## src/rtl/local_velocity_pkg.sv

```systemverilog
// local_velocity_pkg: shared widths, FSM states and sign-magnitude helpers.
// Helpers work on 32-bit containers; callers pass the active word width n.
package local_velocity_pkg;
   localparam int N_DEF = 17;
   localparam int Q_DEF = 8;
   localparam logic [31:0] MAX_MAG = (32'd1 << (N_DEF - 1)) - 32'd1;
   typedef enum logic [2:0] {IDLE, CAPTURE, SUM, MUL_VX, MUL_VY, MUL_WZ, DONE} state_t;
   function automatic logic [31:0] mag_mask(input int n);
      return (32'd1 << (n - 1)) - 32'd1;
   endfunction
   function automatic logic signed [31:0] sm_to_tc(input logic [31:0] sm, input int n);
      logic signed [31:0] m;
      m = $signed(sm & mag_mask(n));
      return (((sm >> (n - 1)) & 32'd1) != 32'd0) ? -m : m;
   endfunction
   // Returns {magnitude, sat}; the sign is simply the input's sign bit.
   function automatic logic [32:0] tc_to_sm_sat(input logic signed [31:0] v, input int n);
      logic [31:0] a;
      a = v[31] ? -v : v;
      return (a > mag_mask(n)) ? {mag_mask(n), 1'b1} : {a, 1'b0};
   endfunction
   function automatic logic [31:0] sm_neg(input logic [31:0] sm, input int n);
      return ((sm & mag_mask(n)) == 32'd0) ? 32'd0 : sm ^ (32'd1 << (n - 1));
   endfunction
endpackage

```

## src/rtl/local_velocity_seq_mult.sv

```systemverilog
// sm_serial_mult: magnitude-only LSB-first shift-add multiplier, one bit per enabled cycle,
// with Q truncation and clamp; done_o marks the cycle whose result is on mag_o/sat_o.
module sm_serial_mult
   import local_velocity_pkg::*;
#(
   parameter int N_WIDTH = N_DEF,
   parameter int Q_WIDTH = Q_DEF
) (
   input  logic               clk,
   input  logic               rst,
   input  logic               en_i,
   input  logic [N_WIDTH-2:0] a_i,
   input  logic [N_WIDTH-2:0] b_i,
   output logic [N_WIDTH-2:0] mag_o,
   output logic               sat_o,
   output logic               done_o
);
   localparam int M = N_WIDTH - 1;
   localparam int CW = $clog2(M);
   localparam logic [2*M-1:0] MAX = {{M{1'b0}}, {M{1'b1}}};
   logic [2*M-1:0] acc_q, acc_d, prod;
   logic [CW-1:0] cnt_q, cnt_d;
   // Bit 0 restarts the accumulator, so channels chain without a load cycle.
   always_comb begin
      acc_d = ((cnt_q == '0) ? '0 : acc_q) + (b_i[cnt_q] ? ({{M{1'b0}}, a_i} << cnt_q) : '0);
      done_o = en_i && (cnt_q == CW'(M - 1));
      cnt_d = done_o ? '0 : cnt_q + 1'b1;
      prod = acc_d >> Q_WIDTH;
      sat_o = prod > MAX;
      mag_o = sat_o ? MAX[M-1:0] : prod[M-1:0];
   end
   always_ff @(posedge clk or posedge rst)
      if (rst) begin
         acc_q <= '0;
         cnt_q <= '0;
      end else if (en_i) begin
         acc_q <= acc_d;
         cnt_q <= cnt_d;
      end
endmodule

```

## src/rtl/local_velocity_seq.sv

```systemverilog
// local_velocity_seq: mecanum forward kinematics with start/busy/done handshake, saturating
// sums and one serial multiplier shared across vx, vy and wz.
module local_velocity_seq
   import local_velocity_pkg::*;
#(
   parameter int                 N_WIDTH = N_DEF,
   parameter int                 Q_WIDTH = Q_DEF,
   parameter logic [N_WIDTH-1:0] K_LIN   = 'h00002,
   parameter logic [N_WIDTH-1:0] K_ANG   = 'h00005
) (
   input  logic               LOCAL_VELOCITY_SEQ_CLOCK_50,
   input  logic               LOCAL_VELOCITY_SEQ_Reset_InHigh,
   input  logic               LOCAL_VELOCITY_SEQ_start_InHigh,
   input  logic [N_WIDTH-1:0] LOCAL_VELOCITY_SEQ_W1_InBus,
   input  logic [N_WIDTH-1:0] LOCAL_VELOCITY_SEQ_W2_InBus,
   input  logic [N_WIDTH-1:0] LOCAL_VELOCITY_SEQ_W3_InBus,
   input  logic [N_WIDTH-1:0] LOCAL_VELOCITY_SEQ_W4_InBus,
   output logic [N_WIDTH-1:0] LOCAL_VELOCITY_SEQ_VX_OutBus,
   output logic [N_WIDTH-1:0] LOCAL_VELOCITY_SEQ_VY_OutBus,
   output logic [N_WIDTH-1:0] LOCAL_VELOCITY_SEQ_WZ_OutBus,
   output logic               LOCAL_VELOCITY_SEQ_busy_OutHigh,
   output logic               LOCAL_VELOCITY_SEQ_done_OutHigh,
   output logic [2:0]         LOCAL_VELOCITY_SEQ_sat_OutBus
);
   localparam int M = N_WIDTH - 1;
   localparam int T = N_WIDTH + 2;
   logic clk, rst, start;
   state_t state_q, state_d;
   logic [N_WIDTH-1:0] w_q [4];
   logic signed [T-1:0] t_q [4];
   logic [M-1:0] smag_q [3];
   logic [2:0] ssgn_q, ssat_q, shsat_q, sat_q;
   logic [N_WIDTH-1:0] sh_q [3];
   logic [N_WIDTH-1:0] vx_q, vy_q, wz_q;
   logic busy_q, done_q;
   logic signed [31:0] s [3];
   logic [1:0] ch;
   logic mul_en, mul_done, mul_sat, psign;
   logic [M-1:0] mul_a, mul_b, mul_mag;
   logic [N_WIDTH-1:0] pres;
   assign clk = LOCAL_VELOCITY_SEQ_CLOCK_50;
   assign rst = LOCAL_VELOCITY_SEQ_Reset_InHigh;
   assign start = LOCAL_VELOCITY_SEQ_start_InHigh;
   always_comb begin
      s[0] = 32'(t_q[0]) + 32'(t_q[1]) + 32'(t_q[2]) + 32'(t_q[3]);
      s[1] = 32'(t_q[1]) + 32'(t_q[2]) - 32'(t_q[0]) - 32'(t_q[3]);
      s[2] = 32'(t_q[1]) + 32'(t_q[3]) - 32'(t_q[0]) - 32'(t_q[2]);
      ch = (state_q == MUL_VY) ? 2'd1 : (state_q == MUL_WZ) ? 2'd2 : 2'd0;
      mul_en = (state_q == MUL_VX) || (state_q == MUL_VY) || (state_q == MUL_WZ);
      mul_a = (ch == 2'd2) ? K_ANG[M-1:0] : K_LIN[M-1:0];
      mul_b = smag_q[ch];
      psign = ((ch == 2'd2) ? K_ANG[M] : K_LIN[M]) ^ ssgn_q[ch];
      pres = psign ? N_WIDTH'(sm_neg(32'({1'b0, mul_mag}), N_WIDTH)) : {1'b0, mul_mag};
      state_d = (state_q == IDLE) ? (start ? CAPTURE : IDLE) :
                (state_q == CAPTURE) ? SUM :
                (state_q == SUM) ? MUL_VX :
                (state_q == DONE) ? IDLE :
                mul_done ? state_t'(state_q + 3'd1) : state_q;
   end
   sm_serial_mult #(.N_WIDTH(N_WIDTH), .Q_WIDTH(Q_WIDTH)) u_mult (
      .clk(clk),
      .rst(rst),
      .en_i(mul_en),
      .a_i(mul_a),
      .b_i(mul_b),
      .mag_o(mul_mag),
      .sat_o(mul_sat),
      .done_o(mul_done)
   );
   always_ff @(posedge clk or posedge rst)
      if (rst) begin
         state_q <= IDLE;
         w_q <= '{default: '0};
         t_q <= '{default: '0};
         smag_q <= '{default: '0};
         sh_q <= '{default: '0};
         ssgn_q <= '0;
         ssat_q <= '0;
         shsat_q <= '0;
         sat_q <= '0;
         vx_q <= '0;
         vy_q <= '0;
         wz_q <= '0;
         busy_q <= 1'b0;
         done_q <= 1'b0;
      end else begin
         state_q <= state_d;
         done_q <= state_q == DONE;
         if (state_q == IDLE && start) begin
            w_q <= '{LOCAL_VELOCITY_SEQ_W1_InBus, LOCAL_VELOCITY_SEQ_W2_InBus,
                     LOCAL_VELOCITY_SEQ_W3_InBus, LOCAL_VELOCITY_SEQ_W4_InBus};
            busy_q <= 1'b1;
         end
         if (state_q == CAPTURE)
            for (int i = 0; i < 4; i++) t_q[i] <= T'(sm_to_tc(32'(w_q[i]), N_WIDTH));
         if (state_q == SUM)
            for (int i = 0; i < 3; i++) begin
               {smag_q[i], ssat_q[i]} <= (M + 1)'(tc_to_sm_sat(s[i], N_WIDTH));
               ssgn_q[i] <= s[i][31];
            end
         if (mul_done) begin
            sh_q[ch] <= pres;
            shsat_q[ch] <= ssat_q[ch] | mul_sat;
         end
         if (state_q == DONE) begin
            vx_q <= sh_q[0];
            vy_q <= sh_q[1];
            wz_q <= sh_q[2];
            sat_q <= shsat_q;
            busy_q <= 1'b0;
         end
      end
   assign LOCAL_VELOCITY_SEQ_VX_OutBus = vx_q;
   assign LOCAL_VELOCITY_SEQ_VY_OutBus = vy_q;
   assign LOCAL_VELOCITY_SEQ_WZ_OutBus = wz_q;
   assign LOCAL_VELOCITY_SEQ_busy_OutHigh = busy_q;
   assign LOCAL_VELOCITY_SEQ_done_OutHigh = done_q;
   assign LOCAL_VELOCITY_SEQ_sat_OutBus = sat_q;
endmodule

```

## config.mk

```make
export PLATFORM = sky130hd
export DESIGN_NAME = local_velocity_seq
export DESIGN_NICKNAME = d
export VERILOG_FILES = /design/src/rtl/local_velocity_pkg.sv /design/src/rtl/local_velocity_seq_mult.sv /design/src/rtl/local_velocity_seq.sv
export SDC_FILE = /design/constraint.sdc
export NUM_CORES = 1
export LEC_CHECK = 0
export ABC_AREA = 1
export ABC_CLOCK_PERIOD_IN_PS = 12800
export CAP_MARGIN = 5
export CORE_ASPECT_RATIO = 1.1
export CORE_MARGIN = 2
export CORE_UTILIZATION = 44
export DETAILED_ROUTE_END_ITERATION = 7
export SETUP_SLACK_MARGIN = 0.5
export SYNTH_ARGS = -nofsm -noshare
export SYNTH_HDL_FRONTEND = slang
export SYNTH_SLANG_ARGS = --single-unit
```

## constraint.sdc

```tcl
create_clock -name LOCAL_VELOCITY_SEQ_CLOCK_50 -period 12.8 [get_ports LOCAL_VELOCITY_SEQ_CLOCK_50]
set_input_delay 1.92 -clock LOCAL_VELOCITY_SEQ_CLOCK_50 [delete_from_list [all_inputs] [get_ports LOCAL_VELOCITY_SEQ_CLOCK_50]]
set_output_delay 1.92 -clock LOCAL_VELOCITY_SEQ_CLOCK_50 [all_outputs]
set_load 0.02 [all_outputs]
```

==> flow_summary.yaml, run 1 <==
critical_path:
  critPathSlowestCell: "sky130_fd_sc_hd__nand3_1"
  rr_endpoint: "sh_q[12]"
  worst-endpoint-required_ps: 13240
  timing.critical_path.mode_cell: "sky130_fd_sc_hd__nand2_1"
  critPathTopFamily: "simple AND/OR/NAND/NOR gates"
  slowest_delay_ps: 640
  r2r_setup_slack_ps: 7150
  rr_worst_depth: 30
  cp_num_buf_inv: 4
  cp.arrival_ps: 6090
  crit_path_max_fanout: 30
  r2r_start: "state_q[0]"
  critPathCaptureType: "flip-flop"
  worst_path_class_setup: "reg -> reg"
  start_kind: "flip-flop"
  crit_start: "state_q[0]"
global_routing:
  total_global_routing_track_utilization_pct: 24.3
  grt_overflow: 0
  grt_max_degree: 110
  grt_first_pass_wirelength_microns: 114000
  first_global_vias: 20900
  antenna_found_initial: 1
yosys:
  yosys.area.top_type_share_pct: 33.9
  mappedNetlistNets: 3755
  synth_seq_cells: 347
  synthDistinctLibCells: 58
  synth-edff-count: 0
  synth_warnings: 0
  synthCells: 3471
  synth_sequential_area_ratio_pct: 33.9
  syn-cell-area_sq_um: 25600
  asyncSetResetFlopFracSynth_pct: 100
  synth_top_cell_by_area: "sky130_fd_sc_hd__dfrtp_1"
  syn-mean-instance-area_sq_um: 7.38
  ys.flop_type: "sky130_fd_sc_hd__dfrtp_1"
  synth.area.top_cells: "sky130_fd_sc_hd__dfrtp_1 (34%), sky130_fd_sc_hd__nand2_1 (14%), sky130_fd_sc_hd__fa_1 (9.2%)"
die:
  boundaryPins: 127
  placeable_area_sq_um: 57400
  chipHeight_microns: 257
  initial_utilization_pct: 44.6
  die-area_sq_um: 60200
  die_w_microns: 234
  placement_rows: 92
routing:
  detailroute.via_count: 21800
  wire_per_inst_microns: 16.8
  drt_wl_total_microns: 72700
  antenna_left: 0
  drt-vias-per-instance: 5.03
  drt_iter0_drc: 1262
  drt_pre_antenna_iters: 5
  route.detailed.drc: 0
clock_tree:
  clk-insertion-delay-late_ps: 580
  cts_post_setup_buffers_inserted: 0
  cts_repair_resize_count: 0
  clockRootBuffer: "sky130_fd_sc_hd__clkbuf_16"
  cts-root-to-sink-buffers: 3
  cts-htree-levels: 2
  cts.hold.buffers_added: 0
  numClockSinks: 347
  clock_tree_from_tritoncts: "done"
  cts.clk_slew.worst_paths_ps: 60
  numCtsBuffers: 39
placed_design:
  portBuffers: 126
  gp_congestion: 0.948
  place.detailed.instances: 4274
  place_area_sq_um: 27500
  hpwl_microns: 58300
cells_and_area:
  post_synthesis_to_final_layout_area_growth_pct: 12.5
  finalNetCount: 3847
  ant_cells: 0
  mostFrequentLayoutCell: "sky130_fd_sc_hd__nand2_1"
  finish.cell_count_without_fillers: 4339
  most_used_cells_in_the_layout_excluding_fill_and_tap_cells: "sky130_fd_sc_hd__nand2_1 (963), sky130_fd_sc_hd__inv_1 (552), sky130_fd_sc_hd__dfrtp_1 (347)"
  post_route_cells_drive_above_1_share_pct: 6.02
  fillcell_total: 5799
  finish.instance_area_sq_um: 28800
outcome:
  status: "completed"
sta:
  final.period_utilization_pct: 44.1
  grt_setup_unrepaired: "no"
  max_clock_freq_mhz: 177
  timing.max_slew.rel_slack_pct: 39.1
  setup-violations-final: 0
  final.setup.tns_ps: 0
  hold_viol: 0
  clock_skew_ps: 30.6
  max_slew_violation_total_from_the_final_report: 0
  period_needed_ps: 5650
  timing_worst_slew_pin_value_ps: 911
worst_hold_path:
  holdPathStages: 2
  worst_hold_startpoint: "LOCAL_VELOCITY_SEQ_VX_OutBus[0]"
  worst_hold_path_type: "reg -> reg"
  whs_endpoint: "LOCAL_VELOCITY_SEQ_VX_OutBus[0]"
pwr:
  p_per_area_nw_per_um2: 79.7
  highest_ir_drop_seen_on_vdd_uv: 97.5
  static-leakage-power_nw: 15.6
flow_run:
  cap_violations: 0
[synthesized netlist by cell type (3+ instances only)]
cell type,instances
sky130_fd_sc_hd__a211oi_1,5
sky130_fd_sc_hd__a21oi_1,138
sky130_fd_sc_hd__a31oi_1,4
sky130_fd_sc_hd__buf_1,8
sky130_fd_sc_hd__buf_2,9
sky130_fd_sc_hd__buf_4,3
sky130_fd_sc_hd__buf_6,4
sky130_fd_sc_hd__clkbuf_1,61
sky130_fd_sc_hd__clkinv_1,6
sky130_fd_sc_hd__dfrtp_1,347
sky130_fd_sc_hd__fa_1,118
sky130_fd_sc_hd__ha_1,95
sky130_fd_sc_hd__inv_1,554
sky130_fd_sc_hd__inv_2,11
sky130_fd_sc_hd__mux2_2,42
sky130_fd_sc_hd__nand2_1,963
sky130_fd_sc_hd__nand2_2,23
sky130_fd_sc_hd__nand3_1,195
sky130_fd_sc_hd__nand3_2,14
sky130_fd_sc_hd__nand3b_1,21
sky130_fd_sc_hd__nand4_1,40
sky130_fd_sc_hd__nor2_1,292
sky130_fd_sc_hd__nor2_2,9
sky130_fd_sc_hd__nor2_4,5
sky130_fd_sc_hd__nor3_1,37
sky130_fd_sc_hd__nor3b_1,4
sky130_fd_sc_hd__nor4_1,5
sky130_fd_sc_hd__o211ai_1,7
sky130_fd_sc_hd__o21a_1,8
sky130_fd_sc_hd__o21ai_0,241
sky130_fd_sc_hd__o21ai_1,27
sky130_fd_sc_hd__o21bai_1,5
sky130_fd_sc_hd__o31ai_1,9
sky130_fd_sc_hd__or2_2,29
sky130_fd_sc_hd__xnor2_1,31
sky130_fd_sc_hd__xor2_1,71
[worst min-delay path: cells and delay by family (launching register included)]
family	cells	cell delay, ps
AND/OR/NAND/NOR	2	100
flip-flops	1	340
[power breakdown]
part / total (mW) / internal [mW] / switching [mW]
Combinational: 0.0438 / 0.0194 / 0.0244
Clock: 1.16 / 0.685 / 0.473
Sequential: 1.10 / 1.10 / 0
Total: 2.30 / 1.80 / 0.498
[how the worst max path moves through the flow]
stage | slack, ps | depth (start not counted) | endpoint
final | 7150 | 30 | sh_q[12]
after global routing | 6480 | 30 | sh_q[46]
after CTS | 7250 | 30 | sh_q[34]
after detailed placement | 7260 | 30 | sh_q[17]
after global placement | 7400 | 30 | sh_q[17]
after floorplan | 1260 | 1 | LOCAL_VELOCITY_SEQ_VX_OutBus[0]
[cell families (layout without fill, tap and decap cells)]
logic type / count (synthesis) / after routing / share of synthesized area [%]
AOI/OAI and AO/OA: 462 / 462 / 9.61
xor gates and xnor gates: 103 / 103 / 3.55
adders and majority gates: 213 / 213 / 13.9
buffers and inverters: 657 / 773 / 9.87
DFF: 347 / 347 / 33.9
muxes: 42 / 42 / 1.85
and+or+nand+nor: 1647 / 1647 / 27.4
[stage by stage]
step	hold WS, ps	worst slack (ps)	utilization [%]	power (mW)
after floorplan	449	1260	-	1.13
after global placement	454	7400	48.0	1.16
after detailed placement	458	7260	48.0	1.16
final	468	7150	50.2	2.30
after global routing	494	6480	50.2	2.38
after CTS	474	7250	50.2	2.33
[state kept, by name, summed over array words and instances, names as in the netlist]
| register | cells |
|---|---|
| LOCAL_VELOCITY_SEQ_VX_OutBus | 17 |
| ssgn_q | 3 |
| LOCAL_VELOCITY_SEQ_sat_OutBus | 3 |
| ssat_q | 3 |
| LOCAL_VELOCITY_SEQ_done_OutHigh | 1 |
| sh_q | 51 |
| state_q | 3 |
| LOCAL_VELOCITY_SEQ_busy_OutHigh | 1 |
| w_q | 68 |
| smag_q | 48 |
| LOCAL_VELOCITY_SEQ_VY_OutBus | 17 |
| LOCAL_VELOCITY_SEQ_WZ_OutBus | 17 |
| u_mult.acc_q | 32 |
| shsat_q | 3 |
| t_q | 76 |
| u_mult.cnt_q | 4 |
[cell type report]
class	count	area, sq um	share of cell area (%)
well taps	752	941	3.26
repair buffers	137	1340	4.66
multi-input cells	2467	14400	50.0
clock buffers	53	1100	3.81
clock inverters	12	194	0.672
inverters	571	2150	7.46
flip-flops and latches	347	8680	30.1
[routing by layer]
metal  up-vias  track usage [%]  wire, microns
li1      11100                -              -
met1     10200             30.5          31300
met2       404             42.4          36100
met3       114             2.33           2200
met4         0             10.2           3080
met5         -                0              0
Power figures use the tool's default switching activity.
==> inputs of run 2 (changes only) <==
--- a/config.mk
+++ b/config.mk
@@ -6,7 +6,7 @@
 export NUM_CORES = 1
 export LEC_CHECK = 0
 export ABC_AREA = 1
-export ABC_CLOCK_PERIOD_IN_PS = 12800
+export ABC_CLOCK_PERIOD_IN_PS = 5580
 export CAP_MARGIN = 5
 export CORE_ASPECT_RATIO = 1.1
 export CORE_MARGIN = 2
==> constraint.sdc (replaced) <==
create_clock -name LOCAL_VELOCITY_SEQ_CLOCK_50 -period 5.58 [get_ports LOCAL_VELOCITY_SEQ_CLOCK_50]
set_input_delay 0.837 -clock LOCAL_VELOCITY_SEQ_CLOCK_50 [delete_from_list [all_inputs] [get_ports LOCAL_VELOCITY_SEQ_CLOCK_50]]
set_output_delay 0.837 -clock LOCAL_VELOCITY_SEQ_CLOCK_50 [all_outputs]
set_load 0.02 [all_outputs]
==> flow_summary.yaml, run 2 (synthesis gave the netlist of run 1 again) <==
clock_tree:
  numCtsBuffers: 40
  cts-htree-levels: 2
  numClockSinks: 347
  clock_tree_from_tritoncts: "done"
  clockRootBuffer: "sky130_fd_sc_hd__clkbuf_16"
  cts-root-to-sink-buffers: 3
  cts.clk_slew.worst_paths_ps: 60
  clk-insertion-delay-late_ps: 580
sta:
  final.period_utilization_pct: 83.1
  grt_setup_unrepaired: "no"
  worst_hold_slack_ps: 471
  period_needed_ps: 4640
  final.setup.tns_ps: 0
  max_slew_violation_total_from_the_final_report: 0
  clock_skew_ps: 32.8
  timing_worst_slew_pin_value_ps: 961
  hold_viol: 0
  timing.max_slew.rel_slack_pct: 36.0
  setup-violations-final: 0
  max_clock_freq_mhz: 216
die:
  boundaryPins: 127
  placement_rows: 92
  chipHeight_microns: 257
  placeable_area_sq_um: 57400
  die-area_sq_um: 60200
  die_w_microns: 234
  initial_utilization_pct: 44.6
critical_path:
  r2r_setup_slack_ps: 940
  cp.arrival_ps: 5080
  critPathCaptureType: "flip-flop"
  start_kind: "flip-flop"
  worst_path_class_setup: "reg -> reg"
  crit_path_max_fanout: 17
  worst-endpoint-required_ps: 6020
worst_hold_path:
  worst_hold_path_type: "reg -> reg"
pwr:
  p_per_area_nw_per_um2: 179
  p_sw_mw: 1.13
  power_share_of_the_clock_group_pct: 49.6
  power.share.switching_pct: 21.8
  pwr-share-seq_pct: 48.4
  highest_ir_drop_seen_on_vdd_uv: 225
  static-leakage-power_nw: 15.7
  design_power_total_mw: 5.20
  cell_internal_pwr_mw: 4.07
  combinational_power_share_pct: 2.0
global_routing:
  total_global_routing_track_utilization_pct: 24.3
  grt_first_pass_wirelength_microns: 114000
  grt_max_degree: 116
  first_global_vias: 20900
  antenna_found_initial: 0
  grt_overflow: 0
routing:
  detailroute.via_count: 21800
  antenna_left: 0
  drt_wl_total_microns: 73000
  drt_iter0_drc: 1214
  wire_per_inst_microns: 16.7
  drt-vias-per-instance: 5.01
  drt_pre_antenna_iters: 6
  route.detailed.drc: 0
cells_and_area:
  post_route_cells_drive_above_1_share_pct: 6.67
  finalNetCount: 3867
  finalCoreUtilization_pct: 50.6
  largest_register_ff_count: 76
  top_regs: "t_q x76, w_q x68, sh_q x51"
  most_flops_register: "t_q"
  post_synthesis_to_final_layout_area_growth_pct: 13.3
  mostFrequentLayoutCell: "sky130_fd_sc_hd__nand2_1"
  ant_cells: 0
  most_used_cells_in_the_layout_excluding_fill_and_tap_cells: "sky130_fd_sc_hd__nand2_1 (963), sky130_fd_sc_hd__inv_1 (552), sky130_fd_sc_hd__dfrtp_1 (347)"
outcome:
  status: "completed"
flow_run:
  cap_violations: 0
placed_design:
  gp_congestion: 0.940
  portBuffers: 126
  hpwl_microns: 58700
## run 2: timing repair
| item | 4_1_cts | 5_1_grt |
|---|---|---|
| endpoints found under the setup margin | 0 | 63 |
| hold buffers | 0 | 0 |
| resized for setup | 0 | 5 |
| buffers inserted | 0 | 2 |
## run 2: critical path, stage by stage, from the launching register on
cell and delay [ps]:
sky130_fd_sc_hd__dfrtp_1 400, sky130_fd_sc_hd__inv_1 170, sky130_fd_sc_hd__fa_1 460, sky130_fd_sc_hd__fa_1 520, sky130_fd_sc_hd__inv_1 100, sky130_fd_sc_hd__ha_1 290, sky130_fd_sc_hd__fa_1 490, sky130_fd_sc_hd__nor2_1 160
sky130_fd_sc_hd__or2_1 140, sky130_fd_sc_hd__nand2_1 60, sky130_fd_sc_hd__a21oi_1 160, sky130_fd_sc_hd__nand3_1 150, sky130_fd_sc_hd__nor2_2 160, sky130_fd_sc_hd__nand3_2 110, sky130_fd_sc_hd__nor2_2 190, sky130_fd_sc_hd__nand2_1 110
sky130_fd_sc_hd__nand2_1 70, sky130_fd_sc_hd__nand2_1 60, sky130_fd_sc_hd__nand2_1 60, sky130_fd_sc_hd__nand2_1 80, sky130_fd_sc_hd__nor2_4 320, sky130_fd_sc_hd__nand3_1 130, sky130_fd_sc_hd__nand2_1 80, sky130_fd_sc_hd__inv_1 30
## run 2: cell type report
class	instances	area, sq um
Clock buffer	62	1220
Clock inverter	8	67.6
Fill cell	5767	28400
Inverter	571	2150
Multi-Input combinational cell	2467	14500
Sequential cell	347	8680
Tap cell	752	941
Timing Repair Buffer	156	1540
## run 2: path summary, 6_finish.rpt
path / start / endpoint / depth (start not counted)
setup / recovery: t_q[20] / smag_q[34] / 23
hold / removal: LOCAL_VELOCITY_SEQ_VX_OutBus[12] / LOCAL_VELOCITY_SEQ_VX_OutBus[12] / 2
setup reg to reg: t_q[20] / smag_q[34] / 23
hold reg to reg: LOCAL_VELOCITY_SEQ_VX_OutBus[12] / LOCAL_VELOCITY_SEQ_VX_OutBus[12] / 2
max in group asynchronous: LOCAL_VELOCITY_SEQ_Reset_InHigh / w_q[38] / 3
min in group asynchronous: LOCAL_VELOCITY_SEQ_Reset_InHigh / LOCAL_VELOCITY_SEQ_done_OutHigh / 2
## run 2: per-layer routing
layer / wire length [microns] / global-route usage (%) / part of all wire [%] / vias up
li1: - / - / - / 11100
met3: 2310 / 2.39 / 3.2 / 111
met1: 30600 / 29.4 / 42 / 10200
met2: 37300 / 43.9 / 51 / 384
met4: 2850 / 9.21 / 3.9 / 0
met5: 0 / 0 / 0 / -
## run 2: per-stage QoR
stage / setup slack, ps / cells / area, sq um
2_1_floorplan: 98.6 / 3471 / 25600
3_3_place_gp: 819 / 4291 / 27700
3_5_place_dp: 724 / 4291 / 27700
4_1_cts: 722 / 4361 / 29000
5_1_grt: 502 / 4363 / 29000
6_report: 943 / 4363 / 29000
## run 2: power groups by stage
stage | combinational [mW] | sequential (mW) | clock (mW)
after floorplan | 0.0371 | 2.56 | 0
after global placement | 0.110 | 2.56 | 0
after detailed placement | 0.110 | 2.56 | 0
after CTS | 0.110 | 2.52 | 2.65
after global routing | 0.119 | 2.51 | 2.74
final | 0.105 | 2.52 | 2.58
